$ cat config.mk
export PLATFORM = sky130hd
export DESIGN_NAME = sdf_twiddle_gen
export DESIGN_NICKNAME = d
export VERILOG_FILES = /design/src/rtl/sdf_twiddle_gen.sv
export SDC_FILE = /design/constraint.sdc
export NUM_CORES = 1
export LEC_CHECK = 0
export BUFFER_PORTS_ARGS = -buffer_cell sky130_fd_sc_hd__buf_2
export CELL_PAD_IN_SITES_DETAIL_PLACEMENT = 1
export CELL_PAD_IN_SITES_GLOBAL_PLACEMENT = 2
export CORE_MARGIN = 2
export CORE_UTILIZATION = 35
export CTS_CLUSTER_SIZE = 12
export DETAILED_ROUTE_END_ITERATION = 16
export PLACE_DENSITY_LB_ADDON = 0.1
export RECOVER_POWER = 50
export SLEW_MARGIN = 5
export SYNTH_ARGS = -nofsm -noshare
export SYNTH_HDL_FRONTEND = slang
export SYNTH_SLANG_ARGS = --single-unit
$ cat constraint.sdc
create_clock -name clk -period 2.9 [get_ports clk]
set_input_delay 0.29 -clock clk [delete_from_list [all_inputs] [get_ports clk]]
set_output_delay 0.29 -clock clk [all_outputs]
set_load 0.02 [all_outputs]
$ cat src/rtl/sdf_twiddle_gen.sv
// Twiddle-factor sequencer for one radix-2^2 SDF stage pair.
// Emits W_M^e = cos(2*pi*e/M) - j*sin(2*pi*e/M) in signed Q1.(WIDTH-1) for every
// valid sample leaving BF2II, two cycles after the sample's in_valid. Coefficients
// come from a quarter-wave cosine table (M/4+1 entries) folded over three quadrants.
module sdf_twiddle_gen #(
  parameter int unsigned WIDTH = 8,
  parameter int unsigned M     = 16
) (
  input  logic                    clk,
  input  logic                    rst_n,
  input  logic                    in_valid,
  input  logic                    in_sync,
  output logic                    out_valid,
  output logic                    out_sync,
  output logic signed [WIDTH-1:0] out_re,
  output logic signed [WIDTH-1:0] out_im
);

  localparam int unsigned NB = $clog2(M);  // sample index bits
  localparam int unsigned RB = NB - 2;     // bits of r = n mod M/4
  localparam int unsigned Q  = M / 4;
  localparam int unsigned IB = NB - 1;     // table index bits, covers 0..M/4

  // round(cos(2*pi*f/M) * (2^(WIDTH-1)-1)); f <= M/4 keeps the result non-negative,
  // so no table entry can be the most negative code and every negation is exact.
  function automatic logic signed [WIDTH-1:0] cos_entry(input int unsigned f);
    real amp;
    real x;
    amp = real'((2 ** (WIDTH - 1)) - 1);
    x   = $cos(2.0 * 3.14159265358979323846 * real'(f) / real'(M)) * amp;
    if (x < 0.0) begin
      x = 0.0;
    end
    return WIDTH'($rtoi(x + 0.5));
  endfunction

  logic signed [WIDTH-1:0] rom [Q+1];

  for (genvar g = 0; g < Q + 1; g++) begin : g_rom
    localparam logic signed [WIDTH-1:0] Entry = cos_entry(g);
    assign rom[g] = Entry;
  end

  // ---------------------------------------------------------------------------
  // Sample counter
  // ---------------------------------------------------------------------------
  logic [NB-1:0] cnt_q;
  logic [NB-1:0] idx;

  // A sync restarts the frame on the current sample.
  always_comb begin
    idx = in_sync ? '0 : cnt_q;
  end

  // Counter advances on every valid sample; wraps naturally since M is a power of 2.
  always_ff @(posedge clk or negedge rst_n) begin
    if (!rst_n) begin
      cnt_q <= '0;
    end else if (in_valid) begin
      cnt_q <= idx + 1'b1;
    end
  end

  // ---------------------------------------------------------------------------
  // Exponent e = r * k(q), k = {0, 2, 1, 3}, built from shifts and adds
  // ---------------------------------------------------------------------------
  logic [1:0]    quad;
  logic [RB-1:0] r;
  logic [NB-1:0] r_ext;
  logic [NB-1:0] e;
  logic [1:0]    p;
  logic [RB-1:0] f;
  logic [IB-1:0] f_ext;
  logic [IB-1:0] qmf;

  // Index split, exponent and quadrant fold of e.
  always_comb begin
    quad  = idx[NB-1 -: 2];
    r     = idx[RB-1:0];
    r_ext = {2'b00, r};
    case (quad)
      2'd0:    e = '0;
      2'd1:    e = r_ext << 1;
      2'd2:    e = r_ext;
      default: e = (r_ext << 1) + r_ext;
    endcase
    // e < 3M/4, so p only ever takes 0..2.
    p     = e[NB-1 -: 2];
    f     = e[RB-1:0];
    f_ext = {1'b0, f};
    qmf   = IB'(Q) - f_ext;
  end

  // ---------------------------------------------------------------------------
  // Stage 1: quadrant, fold offsets and qualifiers
  // ---------------------------------------------------------------------------
  logic          s1_valid_q;
  logic          s1_sync_q;
  logic [1:0]    s1_p_q;
  logic [IB-1:0] s1_f_q;
  logic [IB-1:0] s1_qmf_q;

  // Register the decoded lookup addresses; sync only travels with a valid sample.
  always_ff @(posedge clk or negedge rst_n) begin
    if (!rst_n) begin
      s1_valid_q <= 1'b0;
      s1_sync_q  <= 1'b0;
      s1_p_q     <= '0;
      s1_f_q     <= '0;
      s1_qmf_q   <= '0;
    end else begin
      s1_valid_q <= in_valid;
      s1_sync_q  <= in_valid & in_sync;
      if (in_valid) begin
        s1_p_q   <= p;
        s1_f_q   <= f_ext;
        s1_qmf_q <= qmf;
      end
    end
  end

  // ---------------------------------------------------------------------------
  // Stage 2: table lookup and sign selection
  // ---------------------------------------------------------------------------
  logic signed [WIDTH-1:0] c_f;
  logic signed [WIDTH-1:0] c_qmf;
  logic signed [WIDTH-1:0] re_d;
  logic signed [WIDTH-1:0] im_d;

  // Quadrant symmetry: sin(2*pi*f/M) is read as C[M/4-f].
  always_comb begin
    c_f   = rom[s1_f_q];
    c_qmf = rom[s1_qmf_q];
    case (s1_p_q)
      2'd1: begin
        re_d = -c_qmf;
        im_d = -c_f;
      end
      2'd2: begin
        re_d = -c_f;
        im_d = c_qmf;
      end
      default: begin
        re_d = c_f;
        im_d = -c_qmf;
      end
    endcase
  end

  // Output registers; coefficients hold their last value while out_valid is low.
  always_ff @(posedge clk or negedge rst_n) begin
    if (!rst_n) begin
      out_valid <= 1'b0;
      out_sync  <= 1'b0;
      out_re    <= '0;
      out_im    <= '0;
    end else begin
      out_valid <= s1_valid_q;
      out_sync  <= s1_valid_q & s1_sync_q;
      if (s1_valid_q) begin
        out_re <= re_d;
        out_im <= im_d;
      end
    end
  end

endmodule

==> report_table.html, run 1 <==
<table>
<tr><th>Metric</th><th>Value</th></tr>
<tr><th colspan="2">CTS</th></tr>
<tr><td>CTS H-tree lvls</td><td>2</td></tr>
<tr><td>Buffer depth of the longest clock path</td><td>2</td></tr>
<tr><td>Total clock sinks</td><td>30</td></tr>
<tr><td>Hold buffers post-CTS</td><td>0</td></tr>
<tr><td>Clock Pin Slew Worst Setup and Hold Paths</td><td>~60 ps</td></tr>
<tr><td>CTS-repair resized insts</td><td>0</td></tr>
<tr><td>Clk Latency, worst-skew pair</td><td>about 280 ps</td></tr>
<tr><td>Clock tree from TritonCTS</td><td>done</td></tr>
<tr><td>Post-CTS setup buffer count</td><td>0</td></tr>
<tr><td>Num CTS Buffers</td><td>5</td></tr>
<tr><td>Library cell used as clock root buffer</td><td>clkbuf_8</td></tr>
<tr><th colspan="2">Placement</th></tr>
<tr><td>Area of placed instances</td><td>between 1500 and 2000 um2</td></tr>
<tr><td>Half-perimeter wire length after detailed placement</td><td>2.639 mm</td></tr>
<tr><td>Number of input and output port buffers inserted</td><td>21</td></tr>
<tr><td>RePlAce Congestion</td><td>between 0.7 and 0.8</td></tr>
<tr><th colspan="2">STA</th></tr>
<tr><td>Hold WS</td><td>between 300 and 400 ps</td></tr>
<tr><td>Pin slew with the least headroom to its limit</td><td>approximately 1600 ps</td></tr>
<tr><td>Final setup violation count</td><td>0</td></tr>
<tr><td>Final Cycle Share</td><td>about three quarters</td></tr>
<tr><td>Min Tclk post-route</td><td>2227 ps</td></tr>
<tr><td>Max Fclk</td><td>449.0 MHz</td></tr>
<tr><td>RSZ-0062 raised after global routing</td><td>no</td></tr>
<tr><td>Final count of hold timing violations</td><td>0</td></tr>
<tr><td>Slew Viols, Final</td><td>31</td></tr>
<tr><td>Setup clock skew after layout</td><td>between 4 and 5 ps</td></tr>
<tr><td>Fin Setup TNS</td><td>0 ps</td></tr>
<tr><td>Relative max-transition margin</td><td>-7.198%</td></tr>
<tr><th colspan="2">Floorplanning</th></tr>
<tr><td>X dimension of the die</td><td>between 70 and 80 um</td></tr>
<tr><td>Core footprint</td><td>approximately 4400 um2</td></tr>
<tr><td>Number of top-level pins</td><td>22</td></tr>
<tr><td>Die extent in y</td><td>71.88 um</td></tr>
<tr><td>Row Count</td><td>24</td></tr>
<tr><td>Starting Density</td><td>between 30 and 40%</td></tr>
<tr><td>Total Die Area</td><td>between 5000 and 6000 um2</td></tr>
<tr><th colspan="2">Critical path</th></tr>
<tr><td>Worst-path cell chain</td><td>nor2b_1 -&gt; inv_1 -&gt; ha_1 -&gt; nand2_1 -&gt; a31oi_1 -&gt; or2_2 -&gt; ha_1 -&gt; mux2_2</td></tr>
<tr><td>Nature of the critical path endpoint</td><td>flop</td></tr>
<tr><td>Critical Path Max Stage Delay</td><td>410 ps</td></tr>
<tr><td>Critical Path Start Type</td><td>flop</td></tr>
<tr><td>Critical Path Fanout Max</td><td>6</td></tr>
<tr><td>Most repeated library cell on the critical path</td><td>ha_1</td></tr>
<tr><td>Crit-path slowest cell</td><td>dfrtp_1</td></tr>
<tr><td>Endpoint required time on the critical path</td><td>roughly 3000 ps</td></tr>
<tr><td>Signal arrival time at the worst endpoint</td><td>2390 ps</td></tr>
<tr><td>Critical path start-end classification</td><td>flop to flop</td></tr>
<tr><th colspan="2">Drt</th></tr>
<tr><td>Final WL</td><td>3.667 mm</td></tr>
<tr><td>DRC errors left</td><td>0</td></tr>
<tr><td>Final routed wire length divided by cell count</td><td>15.28 um</td></tr>
<tr><td>Iteration count of the initial detailed-routing pass</td><td>4</td></tr>
<tr><td>DRT antenna net count</td><td>0</td></tr>
<tr><td>Via count</td><td>between 1000 and 1500</td></tr>
<tr><td>Initial detailed-routing violation count</td><td>67</td></tr>
<tr><td>Post-DR vias/cell</td><td>around 5.3</td></tr>
<tr><th colspan="2">Pwr</th></tr>
<tr><td>Total net switching power</td><td>about 320 uW</td></tr>
<tr><td>Gate power share</td><td>approximately a fifth</td></tr>
<tr><td>Total leakage power</td><td>0.7950 nW</td></tr>
<tr><td>Overall power of the completed layout</td><td>between 1 and 1.5 mW</td></tr>
<tr><td>Net switching share of the total power</td><td>approximately 30%</td></tr>
<tr><td>Internal Power</td><td>between 700 and 800 uW</td></tr>
<tr><td>Peak supply drop</td><td>0.0003013 V</td></tr>
<tr><td>Power Density</td><td>about 580 nW/um2</td></tr>
<tr><td>Flop pwr share</td><td>48.3%</td></tr>
<tr><td>Part of the total power dissipated in the clock network</td><td>between 30% and 40%</td></tr>
<tr><th colspan="2">Synthesis</th></tr>
<tr><td>Combinational family with the most area after synthesis</td><td>simple AND/OR/NAND/NOR gates</td></tr>
<tr><td>Area share of xor/xnor cells in the synthesized design</td><td>0%</td></tr>
<tr><td>Post-synthesis instance total</td><td>~170</td></tr>
<tr><td>Predominant post-synthesis flop cell</td><td>dfrtp_1</td></tr>
<tr><td>Share of synthesized registers carrying an async set or reset</td><td>between 90% and 100%</td></tr>
<tr><td>Synthesized-area fraction occupied by ao, oa, aoi and oai cells</td><td>a little under a fifth</td></tr>
<tr><td>Sequential element share of the synthesized area</td><td>between 40% and 50%</td></tr>
<tr><td>Number of warnings issued by yosys</td><td>0</td></tr>
<tr><td>Simple-gate share of the synthesized area</td><td>a little under a fifth</td></tr>
<tr><td>Count of flip-flops with a built-in enable after synthesis</td><td>0</td></tr>
<tr><td>Syn Area/Cell</td><td>about 9.5 um2</td></tr>
<tr><td>Share of cell area taken by muxes after synthesis</td><td>4.500%</td></tr>
<tr><td>Yosys reg bits</td><td>30</td></tr>
<tr><td>Synthesized Nets</td><td>180</td></tr>
<tr><td>Netlist Area Pre-Place</td><td>roughly 1600 um2</td></tr>
<tr><td>Share of synthesized cell area in full adder, half adder and majority cells</td><td>under 10%</td></tr>
<tr><td>Post-synthesis cell type count</td><td>40</td></tr>
<tr><th colspan="2">Layout</th></tr>
<tr><td>Total inserted antenna cells</td><td>0</td></tr>
<tr><td>Share of post-route cells with drive strength above 1</td><td>~16%</td></tr>
<tr><td>Number of nets in the final layout</td><td>200</td></tr>
<tr><td>Final std cell area, no fill</td><td>1815 um2</td></tr>
<tr><td>Final Util</td><td>41.41%</td></tr>
<tr><td>Layout-stage area growth over the synthesis result</td><td>12.57%</td></tr>
<tr><th colspan="2">Global routing</th></tr>
<tr><td>GRT Overall Usage</td><td>around 16%</td></tr>
<tr><td>GRT Residual Overflow</td><td>0</td></tr>
<tr><td>Vias in the first global route</td><td>about 1300</td></tr>
<tr><td>Initial antenna violation count</td><td>0</td></tr>
<tr><td>Pin count of the biggest net entering global routing</td><td>31</td></tr>
<tr><td>Wire length of the first global-routing pass</td><td>about 6.5 mm</td></tr>
<tr><th colspan="2">Job</th></tr>
<tr><td>Max Cap Viol</td><td>1</td></tr>
<tr><th colspan="2">Status</th></tr>
<tr><td>Violated checks</td><td>capacitance limit, slew limit</td></tr>
<tr><td>Outcome</td><td>complete, but fails checks</td></tr>
<tr><th colspan="2">Min path</th></tr>
<tr><td>Path class of the lowest-slack min-delay path</td><td>input port to flop</td></tr>
</table>
[routing by layer]
metal	wire length [um]	part of all wire (%)	global-route usage (%)
met1	1657	45	20.09
met2	1819	50	27.26
met3	129	3.5	4.641
met4	59	1.6	5.660
met5	0	0	0
[logic make-up after synthesis]
kind of cell,after synthesis
multiplexers,7
AND/OR/NAND/NOR,59
adder cells (fa/ha/maj),7
flip-flops,30
buffers and inverters,20
AO/OA/AOI/OAI,46
[state kept, by name (all words and copies together), names as in the netlist]
| register | count |
|---|---|
| cnt_q | 4 |
| out_im | 8 |
| out_re | 8 |
| out_sync | 1 |
| out_valid | 1 |
| s1_f_q | 1 |
| s1_p_q | 2 |
| s1_qmf_q | 3 |
| s1_sync_q | 1 |
| s1_valid_q | 1 |
[path summary, 6_finish.rpt]
| path | start | end | slack, ps | cells past startpoint |
|---|---|---|---|---|
| max in group asynchronous | rst_n | s1_p_q[1]$_DFFE_PN0P_ | 1550 | 1 |
| min | in_sync | s1_sync_q$_DFF_PN0_ | 350 | 2 |
| max reg2reg | cnt_q[0]$_DFFE_PN0P_ | s1_qmf_q[1]$_DFFE_PN0P_ | 670 | 8 |
| min in group asynchronous | rst_n | out_valid$_DFF_PN0_ | 410 | 1 |
| min reg2reg | s1_sync_q$_DFF_PN0_ | out_sync$_DFF_PN0_ | 450 | 1 |
| max | cnt_q[0]$_DFFE_PN0P_ | s1_qmf_q[1]$_DFFE_PN0P_ | 670 | 8 |
[cells in the final DEF (no fill, tap or decap), types with 2 or more instances in the layout]
| master | count |
|---|---|
| a21oi_1 | 9 |
| a22oi_1 | 2 |
| a31oi_1 | 7 |
| and2_1 | 4 |
| and2b_1 | 2 |
| and3b_1 | 2 |
| buf_2 | 15 |
| buf_4 | 2 |
| clkbuf_1 | 6 |
| clkbuf_8 | 6 |
| dfrtp_1 | 30 |
| ha_1 | 7 |
| inv_1 | 9 |
| mux2_2 | 2 |
| mux2i_1 | 5 |
| nand2_1 | 13 |
| nand2b_1 | 4 |
| nand3_1 | 4 |
| nor2_1 | 13 |
| nor2b_1 | 8 |
| o21ai_0 | 13 |
| o221ai_1 | 3 |
| o32a_1 | 2 |
| or2_2 | 3 |
| or3_1 | 2 |
[worst max-delay path, delay by kind of cell (launching register included)]
family	cells	cell delay, ps
muxes	1	260
AOI/OAI and AO/OA	1	100
adders and majority gates	2	600
DFF	1	410
and+or+nand+nor	3	660
buffers and inverters	1	80
[power groups by stage]
stage          logic (mW)  registers (mW)  clock network [mW]
2_1_floorplan       0.137           0.537                   0
5_1_grt             0.253           0.521               0.356
3_3_place_gp        0.224           0.516                   0
4_1_cts             0.229           0.513               0.342
3_5_place_dp        0.228           0.520                   0
6_report            0.223           0.512               0.324
[cell type report]
| cell class | instances | area (um2) |
|---|---|---|
| clock buffers | 6 | 82.58 |
| repair buffers | 23 | 112.6 |
| inverters | 10 | 37.54 |
| fillers | 492 | 2569 |
| well taps | 52 | 65.06 |
| flip-flops and latches | 30 | 750.7 |
| multi-input cells | 119 | 767.0 |
[metrics by stage]
step                      instances  setup WS (ps)
after floorplan                 169          849.7
after global placement          234          750.5
after detailed placement        234          672.0
after CTS                       240          670.0
after global routing            240          519.8
final                           240          672.9
[cell usage after synthesis, types with 2 or more instances]
cell type  number  share of area, %
or2_2           3               1.2
a31oi_1         7               2.7
nor2_1         13               3.0
nand2b_1        4               1.6
buf_2           4               1.2
mux2i_1         5               3.1
a21oi_1         9               2.8
and2b_1         2              0.93
o32a_1          2               1.2
nand3_1         4               1.2
buf_4           2              0.93
ha_1            7               5.4
and3b_1         2               1.1
mux2_2          2               1.4
clkbuf_1        3              0.70
nor2b_1         8               3.1
and2_1          4               1.6
inv_1           9               2.1
o221ai_1        3               1.6
dfrtp_1        30                47
nand2_1        13               3.0
a22oi_1         2              0.93
or3_1           2              0.78
o21ai_0        13               4.0
No activity file was read; power rests on OpenSTA's default activity.
==> inputs of run 2 (changes only) <==
--- a/config.mk
+++ b/config.mk
@@ -5,11 +5,12 @@
 export SDC_FILE = /design/constraint.sdc
 export NUM_CORES = 1
 export LEC_CHECK = 0
+export ABC_AREA = 1
 export BUFFER_PORTS_ARGS = -buffer_cell sky130_fd_sc_hd__buf_2
 export CELL_PAD_IN_SITES_DETAIL_PLACEMENT = 1
 export CELL_PAD_IN_SITES_GLOBAL_PLACEMENT = 2
 export CORE_MARGIN = 2
-export CORE_UTILIZATION = 35
+export CORE_UTILIZATION = 30
 export CTS_CLUSTER_SIZE = 12
 export DETAILED_ROUTE_END_ITERATION = 16
 export PLACE_DENSITY_LB_ADDON = 0.1
==> constraint.sdc (replaced) <==
create_clock -name clk -period 2 [get_ports clk]
set_input_delay 0.2 -clock clk [delete_from_list [all_inputs] [get_ports clk]]
set_output_delay 0.2 -clock clk [all_outputs]
set_load 0.02 [all_outputs]
==> report_table.html, run 2 <==
<table>
<tr><th>Metric</th><th>Value</th></tr>
<tr><th colspan="2">Critical path</th></tr>
<tr><td>Signal arrival time at the worst endpoint</td><td>around 1900 ps</td></tr>
<tr><td>Endpoint required time on the critical path</td><td>roughly 2200 ps</td></tr>
<tr><td>Most repeated library cell on the critical path</td><td>inv_1</td></tr>
<tr><td>Critical path start-end classification</td><td>flop to flop</td></tr>
<tr><td>Critical Path Start Type</td><td>flop</td></tr>
<tr><td>Critical Path Fanout Max</td><td>5</td></tr>
<tr><td>Critical Path Max Stage Delay</td><td>350 ps</td></tr>
<tr><td>Worst-path cell chain</td><td>inv_1 -&gt; nor2_4 -&gt; inv_1 -&gt; ha_1 -&gt; inv_1 -&gt; nand2_1 -&gt; nand2_1 -&gt; inv_1 -&gt; ha_1 -&gt; nand2_1 -&gt; o21ai_0</td></tr>
<tr><td>Nature of the critical path endpoint</td><td>flop</td></tr>
<tr><td>Flop-to-flop setup slack</td><td>around 260 ps</td></tr>
<tr><td>Crit-path slowest cell</td><td>dfrtp_1</td></tr>
<tr><th colspan="2">Layout</th></tr>
<tr><td>Share of post-route cells with drive strength above 1</td><td>approximately 11%</td></tr>
<tr><td>Registers with the most flip-flops</td><td>out_im: 8 flops, out_re: 8 flops, cnt_q: 4 flops</td></tr>
<tr><td>Layout-stage area growth over the synthesis result</td><td>16.53%</td></tr>
<tr><td>Top library cells by usage in the layout, fill and taps aside</td><td>70 x nand2_1, 30 x dfrtp_1, 26 x inv_1</td></tr>
<tr><td>Cell Count, Final, Fillers Out</td><td>315</td></tr>
<tr><td>Leading cell type in the layout, fill and taps excluded</td><td>nand2_1</td></tr>
<tr><td>Final std cell area, no fill</td><td>between 1500 and 2000 um2</td></tr>
<tr><td>Total inserted antenna cells</td><td>0</td></tr>
<tr><td>Number of nets in the final layout</td><td>between 200 and 300</td></tr>
<tr><td>Final Util</td><td>approximately 36%</td></tr>
<tr><th colspan="2">STA</th></tr>
<tr><td>Final setup violation count</td><td>0</td></tr>
<tr><td>Hold WS</td><td>216.5 ps</td></tr>
<tr><td>Slew Viols, Final</td><td>0</td></tr>
<tr><td>Fin Setup TNS</td><td>0 ps</td></tr>
<tr><td>Max Fclk</td><td>about 580 MHz</td></tr>
<tr><td>Relative max-transition margin</td><td>approximately 47%</td></tr>
<tr><td>Final count of hold timing violations</td><td>0</td></tr>
<tr><td>Pin slew with the least headroom to its limit</td><td>789.6 ps</td></tr>
<tr><td>Min Tclk post-route</td><td>roughly 1700 ps</td></tr>
<tr><td>Setup clock skew after layout</td><td>8.335 ps</td></tr>
<tr><td>Final Worst Setup Slack</td><td>263.5 ps</td></tr>
<tr><td>Final Cycle Share</td><td>between 80% and 90%</td></tr>
<tr><td>RSZ-0062 raised after global routing</td><td>no</td></tr>
<tr><th colspan="2">Pwr</th></tr>
<tr><td>Total leakage power</td><td>about 0.94 nW</td></tr>
<tr><td>Peak supply drop</td><td>between 0.0002 and 0.0003 V</td></tr>
<tr><td>Power Density</td><td>about 800 nW/um2</td></tr>
<tr><td>Overall power of the completed layout</td><td>1.598 mW</td></tr>
<tr><th colspan="2">Drt</th></tr>
<tr><td>Post-DR vias/cell</td><td>4.629</td></tr>
<tr><td>Final routed wire length divided by cell count</td><td>about 14 um</td></tr>
<tr><td>Via count</td><td>about 1500</td></tr>
<tr><td>DRT antenna net count</td><td>0</td></tr>
<tr><td>DRC errors left</td><td>0</td></tr>
<tr><td>Initial detailed-routing violation count</td><td>between 70 and 80</td></tr>
<tr><td>Iteration count of the initial detailed-routing pass</td><td>4</td></tr>
<tr><td>Final WL</td><td>between 4 and 5 mm</td></tr>
<tr><th colspan="2">Synthesis</th></tr>
<tr><td>Post-synthesis cell type count</td><td>23</td></tr>
<tr><td>Netlist Area Pre-Place</td><td>1673 um2</td></tr>
<tr><td>Library cell occupying the most area in the post-synthesis netlist</td><td>dfrtp_1</td></tr>
<tr><td>Share of synthesized registers carrying an async set or reset</td><td>100.0%</td></tr>
<tr><td>Leading cell types by count after synthesis</td><td>70 x nand2_1, 30 x dfrtp_1, 25 x inv_1</td></tr>
<tr><td>Leading cell types by total area after synthesis</td><td>dfrtp_1 45%, nand2_1 16%, inv_1 5.6%</td></tr>
<tr><td>Predominant post-synthesis flop cell</td><td>dfrtp_1</td></tr>
<tr><td>Post-synthesis instance total</td><td>216</td></tr>
<tr><td>Top-count cell post-synth</td><td>nand2_1</td></tr>
<tr><td>Syn Area/Cell</td><td>approximately 7.7 um2</td></tr>
<tr><td>Synthesized Nets</td><td>roughly 230</td></tr>
<tr><td>Yosys reg bits</td><td>30</td></tr>
<tr><td>Number of warnings issued by yosys</td><td>0</td></tr>
<tr><td>Count of flip-flops with a built-in enable after synthesis</td><td>0</td></tr>
<tr><td>Top cell type's share of synthesized area</td><td>between 40 and 50%</td></tr>
<tr><td>Sequential element share of the synthesized area</td><td>roughly 45%</td></tr>
<tr><th colspan="2">Global routing</th></tr>
<tr><td>GRT Overall Usage</td><td>between 15 and 20%</td></tr>
<tr><td>Initial antenna violation count</td><td>0</td></tr>
<tr><td>GRT Residual Overflow</td><td>0</td></tr>
<tr><td>Wire length of the first global-routing pass</td><td>~7.8 mm</td></tr>
<tr><td>Vias in the first global route</td><td>approximately 1600</td></tr>
<tr><td>Pin count of the biggest net entering global routing</td><td>31</td></tr>
<tr><th colspan="2">CTS</th></tr>
<tr><td>Clock tree from TritonCTS</td><td>done</td></tr>
<tr><td>Clock Pin Slew Worst Setup and Hold Paths</td><td>roughly 80 ps</td></tr>
<tr><td>CTS H-tree lvls</td><td>2</td></tr>
<tr><td>Num CTS Buffers</td><td>5</td></tr>
<tr><td>Total clock sinks</td><td>30</td></tr>
<tr><td>Library cell used as clock root buffer</td><td>clkbuf_8</td></tr>
<tr><td>Post-CTS setup buffer count</td><td>0</td></tr>
<tr><td>Clk Latency, worst-skew pair</td><td>290 ps</td></tr>
<tr><td>Buffer depth of the longest clock path</td><td>2</td></tr>
<tr><th colspan="2">Placement</th></tr>
<tr><td>RePlAce Congestion</td><td>0.8896</td></tr>
<tr><td>Area of placed instances</td><td>around 1800 um2</td></tr>
<tr><td>Number of placed instances with taps included</td><td>306</td></tr>
<tr><td>Number of input and output port buffers inserted</td><td>21</td></tr>
<tr><td>DP Worst Slack</td><td>roughly 280 ps</td></tr>
<tr><td>Half-perimeter wire length after detailed placement</td><td>~3.3 mm</td></tr>
<tr><th colspan="2">Floorplanning</th></tr>
<tr><td>Core footprint</td><td>5439 um2</td></tr>
<tr><td>Row Count</td><td>27</td></tr>
<tr><td>Number of top-level pins</td><td>22</td></tr>
<tr><td>Total Die Area</td><td>approximately 6200 um2</td></tr>
<tr><td>X dimension of the die</td><td>approximately 80 um</td></tr>
<tr><td>Die extent in y</td><td>a little under 80 um</td></tr>
<tr><td>Starting Density</td><td>a little under a third</td></tr>
<tr><th colspan="2">Min path</th></tr>
<tr><td>Path class of the lowest-slack min-delay path</td><td>input port to flop</td></tr>
<tr><th colspan="2">Status</th></tr>
<tr><td>Outcome</td><td>finished, final reports clean</td></tr>
<tr><th colspan="2">Job</th></tr>
<tr><td>Max Cap Viol</td><td>0</td></tr>
</table>
-- run 2: cell types whose count changed after synthesis, sizes merged, moves of 4 or more --
cell    previous run  this run
nand2b             4         0
nor2              14        21
nor2b              8         0
and2               4         0
inv               10        29
mux2i              5         0
nand3              4        15
a21oi             10        17
nand2             13        72
a31oi              7         0
-- run 2: worst max-delay path, delay by kind of cell, from the launching register on --
family                     cells  cell delay (ps)
and+or+nand+nor                4              340
adders and majority gates      2              590
AOI/OAI and AO/OA              1               80
DFF                            1              350
buffers and inverters          4              250
-- run 2: cell families after synthesis --
logic type | after synthesis | share of synthesized area, %
compound gates | 30 | 9.349
simple gates | 111 | 29.24
flops | 30 | 44.88
xor+xnor | 2 | 1.047
buf+inv | 36 | 10.25
fa+ha+maj | 7 | 5.235
-- run 2: area by class of cell --
cell class                      instances  area (um2)
Multi-Input combinational cell        150       750.7
Tap cell                               72       90.09
Clock buffer                            5       68.82
Timing Repair Buffer                   26       135.1
Sequential cell                        30       750.7
Fill cell                             695        3490
Inverter                               29       108.9
Clock inverter                          3       45.04
-- run 2: repair_timing --
item,CTS,global route
hold buffers,1,0
gates resized for setup,0,0
endpoints found under the hold margin,30,0
-- run 2: power by group --
group / leakage [nW] / switching (mW) / internal [mW] / total [mW]
Clock: 0.0504 / 0.259 / 0.370 / 0.630
Sequential: 0.354 / 0.0405 / 0.657 / 0.697
Combinational: 0.533 / 0.190 / 0.0811 / 0.271
-- run 2: worst paths after layout --
check / startpoint / to / cells past startpoint
max: cnt_q[0]$_DFFE_PN0P_ / s1_qmf_q[1]$_DFFE_PN0P_ / 11
max in group asynchronous: rst_n / s1_p_q[0]$_DFFE_PN0P_ / 2
min in group asynchronous: rst_n / s1_f_q[1]$_DFFE_PN0P_ / 2
max reg2reg: cnt_q[0]$_DFFE_PN0P_ / s1_qmf_q[1]$_DFFE_PN0P_ / 11
min: in_sync / s1_sync_q$_DFF_PN0_ / 3
min reg2reg: s1_sync_q$_DFF_PN0_ / out_sync$_DFF_PN0_ / 2
-- run 2: routing by layer --
metal / GRT usage (%) / up-vias / wire (um)
met5: 0 / - / 0
met4: 5.263 / 0 / 67
met3: 3.793 / 6 / 142
met2: 25.73 / 27 / 2055
met1: 22.77 / 698 / 2222
li1: - / 727 / -
==> inputs of run 3 (changes only) <==
--- a/config.mk
+++ b/config.mk
@@ -5,14 +5,14 @@
 export SDC_FILE = /design/constraint.sdc
 export NUM_CORES = 1
 export LEC_CHECK = 0
-export ABC_AREA = 1
 export BUFFER_PORTS_ARGS = -buffer_cell sky130_fd_sc_hd__buf_2
 export CELL_PAD_IN_SITES_DETAIL_PLACEMENT = 1
 export CELL_PAD_IN_SITES_GLOBAL_PLACEMENT = 2
 export CORE_MARGIN = 2
-export CORE_UTILIZATION = 30
+export CORE_UTILIZATION = 32
 export CTS_CLUSTER_SIZE = 12
 export DETAILED_ROUTE_END_ITERATION = 16
+export GPL_TIMING_DRIVEN = 0
 export PLACE_DENSITY_LB_ADDON = 0.1
 export RECOVER_POWER = 50
 export SLEW_MARGIN = 5
==> report_table.html, run 3 (synthesis results as in run 1) <==
<table>
<tr><th>Metric</th><th>Value</th></tr>
<tr><th colspan="2">Status</th></tr>
<tr><td>Outcome</td><td>finished, final reports clean</td></tr>
<tr><th colspan="2">STA</th></tr>
<tr><td>Hold WS</td><td>184.0 ps</td></tr>
<tr><td>Slew Viols, Final</td><td>0</td></tr>
<tr><td>Max Fclk</td><td>between 500 and 600 MHz</td></tr>
<tr><td>Relative max-transition margin</td><td>a little over half</td></tr>
<tr><td>Pin slew with the least headroom to its limit</td><td>684.3 ps</td></tr>
<tr><td>Final setup violation count</td><td>0</td></tr>
<tr><td>Final Cycle Share</td><td>between 90% and 100%</td></tr>
<tr><td>Min Tclk post-route</td><td>1912 ps</td></tr>
<tr><td>Final count of hold timing violations</td><td>0</td></tr>
<tr><td>Setup clock skew after layout</td><td>about 9.4 ps</td></tr>
<tr><td>Fin Setup TNS</td><td>0 ps</td></tr>
<tr><th colspan="2">Job</th></tr>
<tr><td>Max Cap Viol</td><td>0</td></tr>
<tr><th colspan="2">Critical path</th></tr>
<tr><td>Signal arrival time at the worst endpoint</td><td>~2100 ps</td></tr>
<tr><td>Endpoint required time on the critical path</td><td>2160 ps</td></tr>
<tr><td>Critical Path Fanout Max</td><td>2</td></tr>
<tr><td>Flop-to-flop setup slack</td><td>~88 ps</td></tr>
<tr><td>Critical path start-end classification</td><td>flop to flop</td></tr>
<tr><td>Nature of the critical path endpoint</td><td>flop</td></tr>
<tr><td>Critical Path Start Type</td><td>flop</td></tr>
<tr><th colspan="2">Layout</th></tr>
<tr><td>Total inserted antenna cells</td><td>0</td></tr>
<tr><td>Leading cell type in the layout, fill and taps excluded</td><td>dfrtp_1</td></tr>
<tr><td>Top library cells by usage in the layout, fill and taps aside</td><td>30 x dfrtp_1, 24 x buf_2, 13 x nor2_1, 13 x o21ai_0, 12 x nand2_1</td></tr>
<tr><td>Share of post-route cells with drive strength above 1</td><td>between 20 and 30%</td></tr>
<tr><td>Layout-stage area growth over the synthesis result</td><td>23.35%</td></tr>
<tr><td>Registers with the most flip-flops</td><td>out_im: 8 flops, out_re: 8 flops, cnt_q: 4 flops</td></tr>
<tr><td>Final std cell area, no fill</td><td>roughly 2000 um2</td></tr>
<tr><td>Final Util</td><td>approximately two fifths</td></tr>
<tr><td>Number of nets in the final layout</td><td>roughly 210</td></tr>
<tr><th colspan="2">Global routing</th></tr>
<tr><td>GRT Residual Overflow</td><td>0</td></tr>
<tr><td>Met1 routing resource usage after global routing</td><td>about a fifth</td></tr>
<tr><td>Busiest layer in global routing</td><td>met2</td></tr>
<tr><td>Wire length of the first global-routing pass</td><td>7.079 mm</td></tr>
<tr><td>Vias in the first global route</td><td>around 1400</td></tr>
<tr><td>M2 GR Usage</td><td>roughly 28%</td></tr>
<tr><td>Met3 Use GR</td><td>4.016%</td></tr>
<tr><td>Pin count of the biggest net entering global routing</td><td>31</td></tr>
<tr><td>Initial antenna violation count</td><td>0</td></tr>
<tr><td>GRT Overall Usage</td><td>16.91%</td></tr>
<tr><th colspan="2">Placement</th></tr>
<tr><td>Area of placed instances</td><td>1804 um2</td></tr>
<tr><td>RePlAce Congestion</td><td>0.7983</td></tr>
<tr><td>Number of input and output port buffers inserted</td><td>21</td></tr>
<tr><td>Half-perimeter wire length after detailed placement</td><td>approximately 2.9 mm</td></tr>
<tr><th colspan="2">Pwr</th></tr>
<tr><td>Peak supply drop</td><td>around 0.00033 V</td></tr>
<tr><td>Part of the total power dissipated in the clock network</td><td>34.5%</td></tr>
<tr><td>Internal Power</td><td>between 1 and 1.5 mW</td></tr>
<tr><td>Net switching share of the total power</td><td>29.74%</td></tr>
<tr><td>Flop pwr share</td><td>41.1%</td></tr>
<tr><td>Gate power share</td><td>about a quarter</td></tr>
<tr><td>Power Density</td><td>just under 900 nW/um2</td></tr>
<tr><td>Total leakage power</td><td>0.8825 nW</td></tr>
<tr><td>Total net switching power</td><td>roughly 520 uW</td></tr>
<tr><th colspan="2">Floorplanning</th></tr>
<tr><td>X dimension of the die</td><td>74.99 um</td></tr>
<tr><td>Row Count</td><td>25</td></tr>
<tr><td>Total Die Area</td><td>5624 um2</td></tr>
<tr><td>Core footprint</td><td>approximately 4800 um2</td></tr>
<tr><td>Number of top-level pins</td><td>22</td></tr>
<tr><td>Starting Density</td><td>between 30% and 40%</td></tr>
<tr><td>Die extent in y</td><td>between 70 and 80 um</td></tr>
<tr><th colspan="2">CTS</th></tr>
<tr><td>Clk Latency, worst-skew pair</td><td>between 200 and 300 ps</td></tr>
<tr><td>CTS H-tree lvls</td><td>2</td></tr>
<tr><td>Num CTS Buffers</td><td>5</td></tr>
<tr><td>Clock tree from TritonCTS</td><td>done</td></tr>
<tr><td>Clock Pin Slew Worst Setup and Hold Paths</td><td>approximately 70 ps</td></tr>
<tr><td>Library cell used as clock root buffer</td><td>clkbuf_8</td></tr>
<tr><td>Buffer depth of the longest clock path</td><td>2</td></tr>
<tr><td>Total clock sinks</td><td>30</td></tr>
<tr><th colspan="2">Drt</th></tr>
<tr><td>Via count</td><td>about 1300</td></tr>
<tr><td>DRT antenna net count</td><td>0</td></tr>
<tr><td>Final WL</td><td>between 4 and 5 mm</td></tr>
<tr><td>Iteration count of the initial detailed-routing pass</td><td>4</td></tr>
<tr><td>DRC errors left</td><td>0</td></tr>
<tr><td>Post-DR vias/cell</td><td>4.952</td></tr>
<tr><td>Final routed wire length divided by cell count</td><td>between 15 and 20 um</td></tr>
<tr><td>Initial detailed-routing violation count</td><td>38</td></tr>
<tr><th colspan="2">Min path</th></tr>
<tr><td>Path class of the lowest-slack min-delay path</td><td>input port to flop</td></tr>
</table>
## run 3: worst paths after layout
path	start	to	cells after the start
min	in_valid	s1_valid_q$_DFF_PN0_	1
min reg2reg	s1_sync_q$_DFF_PN0_	out_sync$_DFF_PN0_	1
max reg2reg	cnt_q[0]$_DFFE_PN0P_	s1_qmf_q[1]$_DFFE_PN0P_	8
max in group asynchronous	rst_n	cnt_q[0]$_DFFE_PN0P_	2
min in group asynchronous	rst_n	out_valid$_DFF_PN0_	2
max	cnt_q[0]$_DFFE_PN0P_	s1_qmf_q[1]$_DFFE_PN0P_	8
## run 3: metrics by stage
stage / worst slack, ps / total power [mW] / std cells
after floorplan: 8.019 / 0.9785 / 169
after global placement: -154.4 / 1.092 / 257
after detailed placement: -207.9 / 1.104 / 257
after CTS: 48.33 / 1.746 / 270
after global routing: -6.432 / 1.849 / 271
final: 88.27 / 1.743 / 271
## run 3: timing repair
item / 4_1_cts / 5_1_grt
setup endpoints to repair: 1 / 3
gates resized for setup: 3 / 5
setup buffers: 4 / 1
hold endpoints to repair: 30 / 0
hold buffers: 1 / 0
pin swaps: 1 / 0
gates cloned: 0 / 0
## run 3: final cells by class
| class | instances | area, um2 |
|---|---|---|
| multi-input combinational | 119 | 805.8 |
| fill | 563 | 2796 |
| timing repair buffer | 27 | 147.6 |
| clock inverter | 1 | 30.03 |
| tap | 67 | 83.83 |
| inverter | 10 | 37.54 |
| sequential | 30 | 750.7 |
| buffer | 10 | 57.56 |
| clock buffer | 7 | 76.32 |
## run 3: metal layers
layer  vias up  share of wire (%)
li1        662                  -
met1       656                 46
met2        18                 50
met3         6                2.5
met4         0                1.6
met5         -                  0
## run 3: critical path, cell delays in order, from the launching register on
cell	delay, ps
dfrtp_1	380
nor2b_4	170
inv_1	70
ha_4	240
nand2_2	60
a31oi_2	90
or2_4	240
ha_1	280
mux2_2	270
## run 3: power groups by stage
stage | Combinational [mW] | Sequential (mW) | Clock [mW]
2_1_floorplan | 0.200 | 0.779 | 0
4_1_cts | 0.412 | 0.716 | 0.619
3_5_place_dp | 0.369 | 0.735 | 0
5_1_grt | 0.472 | 0.726 | 0.651
6_report | 0.425 | 0.717 | 0.601
3_3_place_gp | 0.363 | 0.729 | 0
